$ cat config.mk
export PLATFORM = sky130hd
export DESIGN_NAME = note_length_timer_flat
export DESIGN_NICKNAME = d
export VERILOG_FILES = /design/src/rtl/note_length_timer_if.sv /design/src/rtl/note_length_timer.sv /design/src/flat_wrapper.sv
export SDC_FILE = /design/constraint.sdc
export NUM_CORES = 1
export LEC_CHECK = 0
export ABC_AREA = 1
export CORE_MARGIN = 4
export CORE_UTILIZATION = 30
export CTS_CLUSTER_DIAMETER = 120
export DETAILED_ROUTE_END_ITERATION = 8
export GPL_TIMING_DRIVEN = 0
export PLACE_DENSITY = 0.57
export SLEW_MARGIN = 0
export SYNTH_ARGS = -nofsm -noshare
export SYNTH_HDL_FRONTEND = slang
export SYNTH_SLANG_ARGS = --single-unit
$ cat constraint.sdc
create_clock -name i_clk -period 2.4 [get_ports i_clk]
set_input_delay 0.36 -clock i_clk [delete_from_list [all_inputs] [get_ports i_clk]]
set_output_delay 0.36 -clock i_clk [all_outputs]
set_load 0.01 [all_outputs]
$ cat src/rtl/note_length_timer_if.sv
// Note request channel from the score reader: length code plus dotted flag, valid/ready handshake.
interface note_length_timer_if #(
  parameter int LEN_W = 3
);
  logic             note_valid;
  logic             note_ready;
  logic [LEN_W-1:0] length;
  logic             dotted;

  modport master (output note_valid, output length, output dotted, input note_ready);
  modport slave  (input note_valid, input length, input dotted, output note_ready);
endinterface

$ cat src/rtl/note_length_timer.sv
// Times one note per accepted code against the tempo tick; note_on rises 1 cycle after accept.
// Accepts only in IDLE (note_ready = IDLE), so the next note can be taken in the note_done cycle.
module note_length_timer #(
  parameter int LEN_W     = 3,
  parameter int CNT_W     = 7,
  parameter int SUBDIV    = 4,
  parameter int GAP_TICKS = 1
) (
  input  logic               i_clk,
  input  logic               i_rst,
  input  logic               i_tick,
  note_length_timer_if.slave note_if,
  output logic               o_note_on,
  output logic               o_busy,
  output logic               o_note_done,
  output logic               o_len_err,
  output logic [CNT_W-1:0]   o_remaining
);

  typedef enum logic [1:0] {S_IDLE, S_PLAY, S_GAP} state_t;

  localparam logic [31:0]      SAT_MAX = 32'((64'd1 << CNT_W) - 64'd1);
  localparam logic [CNT_W-1:0] GAP_CNT = CNT_W'(GAP_TICKS);
  localparam logic [CNT_W-1:0] ONE     = CNT_W'(1);

  state_t           r_state, w_state_nx;
  logic [CNT_W-1:0] r_rem, w_rem_nx;
  logic             r_note_on, w_on_nx;
  logic             r_done, w_done_nx;
  logic             r_err, w_err_nx;
  logic             r_gap_en, w_gap_en_nx;

  logic [3:0]       w_units;
  logic [31:0]      w_t_full;
  logic [CNT_W-1:0] w_t;
  logic             w_gap_ok;

  always_comb begin
    w_units = 4'd0;
    case (note_if.length)
      LEN_W'(0): w_units = 4'd2;
      LEN_W'(1): w_units = 4'd1;
      LEN_W'(2): w_units = 4'd3;
      LEN_W'(3): w_units = 4'd4;
      LEN_W'(4): w_units = 4'd12;
      default:   w_units = 4'd0;
    endcase
  end

  // Full-width product first so long dotted notes saturate instead of wrapping.
  assign w_t_full = 32'(w_units) * 32'(SUBDIV)
                  + (note_if.dotted ? 32'(w_units) * 32'(SUBDIV / 2) : 32'd0);
  assign w_t      = (w_t_full > SAT_MAX) ? CNT_W'(SAT_MAX) : CNT_W'(w_t_full);
  assign w_gap_ok = (GAP_TICKS != 0) && (w_t > GAP_CNT);

  always_comb begin
    w_state_nx  = r_state;
    w_rem_nx    = r_rem;
    w_on_nx     = 1'b0;
    w_done_nx   = 1'b0;
    w_err_nx    = 1'b0;
    w_gap_en_nx = r_gap_en;
    unique case (r_state)
      S_IDLE: begin
        if (note_if.note_valid) begin
          if (w_units == 4'd0) begin
            w_err_nx = 1'b1;
          end else begin
            w_state_nx  = S_PLAY;
            w_on_nx     = 1'b1;
            w_gap_en_nx = w_gap_ok;
            w_rem_nx    = w_gap_ok ? (w_t - GAP_CNT) : w_t;
          end
        end
      end
      S_PLAY: begin
        w_on_nx = 1'b1;
        if (i_tick) begin
          if (r_rem == ONE) begin
            w_on_nx = 1'b0;
            if (r_gap_en) begin
              w_state_nx = S_GAP;
              w_rem_nx   = GAP_CNT;
            end else begin
              w_state_nx = S_IDLE;
              w_rem_nx   = '0;
              w_done_nx  = 1'b1;
            end
          end else begin
            w_rem_nx = r_rem - ONE;
          end
        end
      end
      S_GAP: begin
        if (i_tick) begin
          if (r_rem == ONE) begin
            w_state_nx = S_IDLE;
            w_rem_nx   = '0;
            w_done_nx  = 1'b1;
          end else begin
            w_rem_nx = r_rem - ONE;
          end
        end
      end
      default: begin
        w_state_nx = S_IDLE;
        w_rem_nx   = '0;
      end
    endcase
  end

  always_ff @(posedge i_clk or posedge i_rst) begin
    if (i_rst) begin
      r_state   <= S_IDLE;
      r_rem     <= '0;
      r_note_on <= 1'b0;
      r_done    <= 1'b0;
      r_err     <= 1'b0;
      r_gap_en  <= 1'b0;
    end else begin
      r_state   <= w_state_nx;
      r_rem     <= w_rem_nx;
      r_note_on <= w_on_nx;
      r_done    <= w_done_nx;
      r_err     <= w_err_nx;
      r_gap_en  <= w_gap_en_nx;
    end
  end

  assign note_if.note_ready = (r_state == S_IDLE);
  assign o_busy             = (r_state != S_IDLE);
  assign o_note_on          = r_note_on;
  assign o_note_done        = r_done;
  assign o_len_err          = r_err;
  assign o_remaining        = r_rem;

endmodule

$ cat src/flat_wrapper.sv
// flat-port wrapper written by rule: the top's interface ports become plain ports
module note_length_timer_flat 
#(
  parameter int LEN_W     = 3,
  parameter int CNT_W     = 7,
  parameter int SUBDIV    = 4,
  parameter int GAP_TICKS = 1
)
  (i_clk, i_rst, i_tick, o_note_on, o_busy, o_note_done, o_len_err, o_remaining, note_if_note_valid, note_if_length, note_if_dotted, note_if_note_ready);
  note_length_timer_if #(.LEN_W(LEN_W)) note_if_i ();
  input  logic i_clk;
  input  logic i_rst;
  input  logic i_tick;
  output logic o_note_on;
  output logic o_busy;
  output logic o_note_done;
  output logic o_len_err;
  output logic [CNT_W-1:0] o_remaining;
  input wire logic [$bits(note_if_i.note_valid)-1:0] note_if_note_valid;
  input wire logic [$bits(note_if_i.length)-1:0] note_if_length;
  input wire logic [$bits(note_if_i.dotted)-1:0] note_if_dotted;
  output wire logic [$bits(note_if_i.note_ready)-1:0] note_if_note_ready;
  assign note_if_i.note_valid = note_if_note_valid;
  assign note_if_i.length = note_if_length;
  assign note_if_i.dotted = note_if_dotted;
  assign note_if_note_ready = note_if_i.note_ready;
  note_length_timer #(.LEN_W(LEN_W), .CNT_W(CNT_W), .SUBDIV(SUBDIV), .GAP_TICKS(GAP_TICKS)) u_core (.i_clk(i_clk), .i_rst(i_rst), .i_tick(i_tick), .note_if(note_if_i), .o_note_on(o_note_on), .o_busy(o_busy), .o_note_done(o_note_done), .o_len_err(o_len_err), .o_remaining(o_remaining));
endmodule
* After elaboration in Yosys (flattened, before gate mapping)
Cells that the tools add are included.
Operators by class: add/subtract/negate cells 3, multiply operators 0, div/mod/pow operators 0, $lt $le $gt $ge 2, equal/unequal tests 13, shift operators 0, muxes and demuxes 34, bitwise gates (word level) 1, reduce and logical (&&, ||, !) cells 7
Operators by type and width (count):
- $mux W7 | 8
- $add A6 B32 Y32 | 1
- $gt A32 B7 Y1 const B | 1
- $pmux W7 S3 | 1
- $pmux W4 S5 | 1
- $mux W2 | 7
- $sub A7 B1 Y7 const B | 2
- $mux W1 | 13
- $ne A2 B2 Y1 const B | 4
- $eq A7 B1 Y1 const B | 1
- $gt A7 B1 Y1 const B | 1
- $eq A3 B2 Y1 const B | 2
- $pmux W2 S3 | 1
- $reduce_and A6 Y1 | 1
- $mux W5 | 1
- $logic_not A4 Y1 | 1
- $ne A2 B1 Y1 const B | 2
- $pmux W1 S2 | 2
- $reduce_and A4 Y1 | 1
- $eq A3 B1 Y1 const B | 1
- $eq A3 B3 Y1 const B | 1
- $logic_not A3 Y1 | 1
- $reduce_and A3 Y1 | 1
- $eq A2 B1 Y1 const B | 1
- other kinds (4) | 4
Storage, ports and cells: flip-flop bits (word level) 13, latch bits 0, memory bits (writable) 0, memory bits (read-only) 0, input bits 8, output and inout bits 12, word-level logic and storage cells 66, memories kept 0

* Longest topological paths before layout
depth after elaboration 11, depth in mapped cells 17, gate-level depth less buffers 17

* Least setup slack after synthesis
OpenSTA, ideal clock, no wires.
kind input -> register, from input note_if_length[0], to register u_core.r_rem[6], in the netlist u_core.o_remaining[6], library setup time 0.116 ns, arrival time 2.055 ns, required time 2.284 ns, path slack 0.228 ns, stages on the path 17, path buffers 0, cell sequence a21oi_1 inv_1 nor2_1 ha_1 inv_1 fa_1 inv_1 nor2_1 nand2_2 inv_1 nand3_1 nand2_1 nand2_1 nand2_1 nand2_1 nand2_1 nand2_1
Between the ends: cells in the longest elaborated chain, start to end 11, elaborated cells between the ends (all ways) 19, classes of those cells add/sub: 2; order compare: 2; eq/ne: 5; mux: 7; reduce/logical: 3
RTL lines:
- start, declared | line flat_wrapper.sv:20 | input wire logic [$bits(note_if_i.length)-1:0] note_if_length;
- $eq A3 B3 Y1 (tied with other cells) | line note_length_timer.sv:40 | case (note_if.length)
- $pmux W4 S5 (*) | line note_length_timer.sv:40
- $mux W5 | line note_length_timer.sv:52 | + (note_if.dotted ? 32'(w_units) * 32'(SUBDIV / 2) : 32'd0);
- $add A6 B32 Y32 | line note_length_timer.sv:52
- $gt A32 B7 Y1 | line note_length_timer.sv:53 | assign w_t = (w_t_full > SAT_MAX) ? CNT_W'(SAT_MAX) : CNT_W'(w_t_full);
- $mux W7 | line note_length_timer.sv:53
- $sub A7 B1 Y7 or $gt A7 B1 Y1 (tied branches) | line note_length_timer.sv:72, note_length_timer.sv:54
- $mux W7 | line note_length_timer.sv:72 | w_rem_nx = w_gap_ok ? (w_t - GAP_CNT) : w_t;
- $mux W7 | line note_length_timer.sv:66 | if (w_units == 4'd0) begin
- $mux W7 | line note_length_timer.sv:65 | if (note_if.note_valid) begin
- $pmux W7 S3 | line note_length_timer.sv:63 | unique case (r_state)
- end signal, assigned | line note_length_timer.sv:122 | r_rem <= w_rem_nx;
- end, declared | line note_length_timer.sv:27 | logic [CNT_W-1:0] r_rem, w_rem_nx;
Mark *: on every way between the ends. The rest lies on a longest branch, timed or not. The select of a mux whose other input is x is not followed. A chain may end at the register's enable or synchronous reset.

* Worst setup path after layout
from input note_if_length[0], to register u_core.r_rem[4], in the netlist u_core.o_remaining[4]
Same word-level chain as after synthesis.

==> run_results.csv <==
group,metric,value,unit
sta,finalClockSkew,0.0009422,ns
setup_path,worstSetupStartpointType,"primary input",
setup_path,cpMaxStageDelayCell,"fa_2",
setup_path,crit_top_cell,"nand2_1",
grt,grt_pass1_wl,4767,um
drt,postRouteAntennaNets,0,
clocking,clk_pin_slew,0.05,ns
floorplanning,ios,20,
logic_synthesis,synth_commonest_cells,"nand2_1 (50), inv_1 (27), nor2_1 (25)",
setup_path,setup.worst_path.start,"note_if_length[0]",
drt,first_pass_iters,4,
sta,max_slew_margin,64.46,%
setup_path,critPathTopFamily,"adder cells",
drt,num_vias,1131,
setup_path,cp_max_fo,4,
setup_path,rr_endpoint,"u_core.o_remaining[0]$_DFFE_PP0P_",
clocking,clock_latency,0.24,ns
logic_synthesis,yosysSeqAreaShare,27.31,%
power,power.total,1547,uW
setup_path,reg2reg_depth,9,
setup_path,r2r-start,"u_core.r_state[0]$_DFFE_PP0P_",
setup_path,rrSetupSlack,0.60,ns
setup_path,critPathMaxStageDelay,0.57,ns
drt,wl,2661,um
power,internal_power,830.4,uW
clocking,cts_tree,"built",
logic_synthesis,syn_area,1191,um^2
grt,grt_max_degree,14,
logic_synthesis,yosysMostFrequentCell,"nand2_1",
floorplanning,fp.dieW,71.01,um
power,clkPwrFrac,12.8,%
logic_synthesis,async_flop_share,100.0,%
logic_synthesis,synthCells,177,
power,power.switching,716.5,uW
floorplanning,die_y,71.01,um
setup_path,cp_data_arrival_time,2.38,ns
logic_synthesis,yosys_most_used_dff,"dfrtp_1",
sta,min_period,2.243,ns
clocking,clockRootBuffer,"clkbuf_8",
sta,hold_viol,0,
sta,setup_viol,0,
floorplanning,coreArea,3744,um^2
logic_synthesis,synth_edf_count,0,
placement,numPortBuffers,19,
sta,fmax,445.8,MHz
logic_synthesis,ys_ff_latch,13,
sta,tightestPinTransition,0.5325,ns
placement,dp_hpwl,2093,um
setup_path,crit_cells,16,
sta,holdWs,0.4584,ns
placement,place_ws,-0.6063,ns
power,pwr-share-comb,62.3,%
drt,viasPerCell,4.453,
grt,overflow,0,
grt,grt.busiest_layer,"met2",
drt,drc_errors,0,
logic_synthesis,synthesis.area_per_instance,6.730,um^2
clocking,htree_levels,1,
setup_path,critPathKind,"primary input to flip-flop",
setup_path,crit_chain,"clkbuf_4 -> a21oi_4 -> inv_1 -> nor2_2 -> ha_2 -> inv_1 -> fa_2 -> inv_1 -> nor2_2 -> nand2_2 -> buf_4 -> xor2_1 -> nand2_1 -> nand2_1 -> nand2_1 -> nand2_1",
power,swShare,46.32,%
setup_path,required,2.54,ns
grt,use_met1,15.75,%
grt,grtUsageMet2,18.23,%
grt,grt_usage,11.63,%
floorplanning,rows,22,
power,p_seq_share,25.0,%
placement,gp_routability_congestion,0.7770,
setup_path,crit_path_end,"u_core.o_remaining[4]$_DFFE_PP0P_",
logic_synthesis,yosysWarnings,0,
sta,final.setup.worst_slack,0.1568,ns
setup_path,worstSetupEndpointType,"flip-flop",
sta,post-route-period-util,93.47,%
logic_synthesis,synth_area_leaders,"dfrtp_1 (27%), nand2_1 (16%), ha_1 (9.5%), inv_1 (8.5%), nor2_1 (7.9%)",
clocking,cts_buffers,3,
logic_synthesis,synth_top_cell_area_share,27.31,%
flow_run,maxCapViolations,0,
final_layout,antennaDiodeCount,0,
sta,tns,0,ns
sta,final_max_slew_viol_count,0,
final_layout,layout.nets,225,
power,p_leak,0.0007998,uW
grt,antenna_found_initial,0,
grt,use_met3,3.125,%
status,outcome,"complete, no violations",
power,ir_drop,0.4968,mV
clocking,cts_buffer_depth,2,
clocking,cts_num_sinks,13,
drt,wl_per_cell,10.48,um
final_layout,drive_gt1_share,21.36,%
min_path,hp-class,"primary input to asynchronous set/reset pin",
grt,grt_pass1_vias,1072,
power,powerDensity,998.6,nW/um^2
logic_synthesis,synth_cell_types,26,
floorplanning,die-area,5042,um^2
logic_synthesis,synth_nets,195,
drt,drt_iter0_markers,56,
logic_synthesis,yosys.area.top_type,"dfrtp_1",
final_layout,area_growth,30.04,%
floorplanning,start_util,31.82,%
setup_path,path_buf_inv,5,
[worst reg2reg max path: stages (launching register included)]
cell and delay (ns):
dfrtp_1 0.39, inv_1 0.08, ha_1 0.30, inv_1 0.15
nor2_1 0.08, nor3_4 0.24, inv_2 0.12, nor2_4 0.19
o21ai_2 0.07, o21ai_1 0.10
[layer usage]
metal	vias to the layer above	wire [um]
met5	-	0
met4	0	11
met3	2	97
met2	20	1187
met1	502	1364
li1	607	-
[flip-flops by register name (all words and copies together) (netlist names)]
| name | count |
|---|---|
| u_core.o_len_err | 1 |
| u_core.o_note_done | 1 |
| u_core.o_note_on | 1 |
| u_core.o_remaining | 7 |
| u_core.r_gap_en | 1 |
| u_core.r_state | 2 |
[power by group through the flow]
stage	logic, uW	registers (uW)	clock network (uW)
6_report	963	386	198
5_1_grt	1120	402	214
4_1_cts	955	387	210
3_5_place_dp	944	391	0
3_3_place_gp	943	389	0
2_1_floorplan	610	401	0
[worst min-delay path by stage]
| stage | end | startpoint |
|---|---|---|
| 6_report | u_core.o_remaining[5]$_DFFE_PP0P_ | i_rst |
| 5_1_grt | u_core.o_remaining[4]$_DFFE_PP0P_ | i_rst |
| 4_1_cts | u_core.o_remaining[5]$_DFFE_PP0P_ | i_rst |
| 3_5_place_dp | u_core.o_remaining[1]$_DFFE_PP0P_ | u_core.o_remaining[1]$_DFFE_PP0P_ |
| 3_3_place_gp | u_core.r_gap_en$_DFFE_PP0P_ | u_core.r_gap_en$_DFFE_PP0P_ |
| 2_1_floorplan | u_core.o_len_err$_DFF_PP0_ | i_rst |
[layout make-up]
| class | instances | area, um^2 |
|---|---|---|
| clock buffer | 4 | 45.04 |
| fill | 424 | 2195 |
| inverter | 32 | 120.1 |
| multi-input combinational | 132 | 780.7 |
| sequential | 13 | 325.3 |
| tap | 48 | 60.06 |
| timing repair buffer | 25 | 217.7 |
[stage by stage]
stage | area [um^2] | utilization [%] | instances
2_1_floorplan | 1191 | - | 177
3_3_place_gp | 1441 | 38.50 | 244
3_5_place_dp | 1441 | 38.50 | 244
4_1_cts | 1523 | 40.68 | 251
5_1_grt | 1549 | 41.38 | 254
6_report | 1549 | 41.38 | 254
[repair_timing]
item / 4_1_cts / 5_1_grt
pin swaps: 2 / 6
hold endpoints to repair: 0 / 0
endpoints found under the setup margin: 8 / 7
gates cloned: 0 / 0
hold buffers: 0 / 0
gates resized for setup: 11 / 16
setup buffers: 3 / 3
[layout by cell type, fill, tap and decap left out, types with 2 or more instances in the layout]
cell type / n
a21oi_1: 2
buf_4: 6
clkbuf_2: 3
clkbuf_8: 3
clkdlybuf4s50_1: 15
dfrtp_1: 13
ha_1: 8
inv_1: 25
inv_2: 7
nand2_1: 50
nand2_2: 3
nand3_1: 10
nand3_2: 3
nand4_1: 2
nor2_1: 21
nor2_2: 5
nor2_4: 3
o21ai_0: 5
o21ai_1: 4
o21ai_2: 2
xor2_1: 2
[logic make-up after synthesis]
kind of cell | Yosys count | share of synthesized area (%)
compound gates | 16 | 7.458
buf+inv | 32 | 10.08
flops | 13 | 27.31
xor+xnor | 3 | 2.206
fa+ha+maj | 10 | 11.13
simple gates | 103 | 41.81
Note: power is estimated with default switching activity, not from simulation.
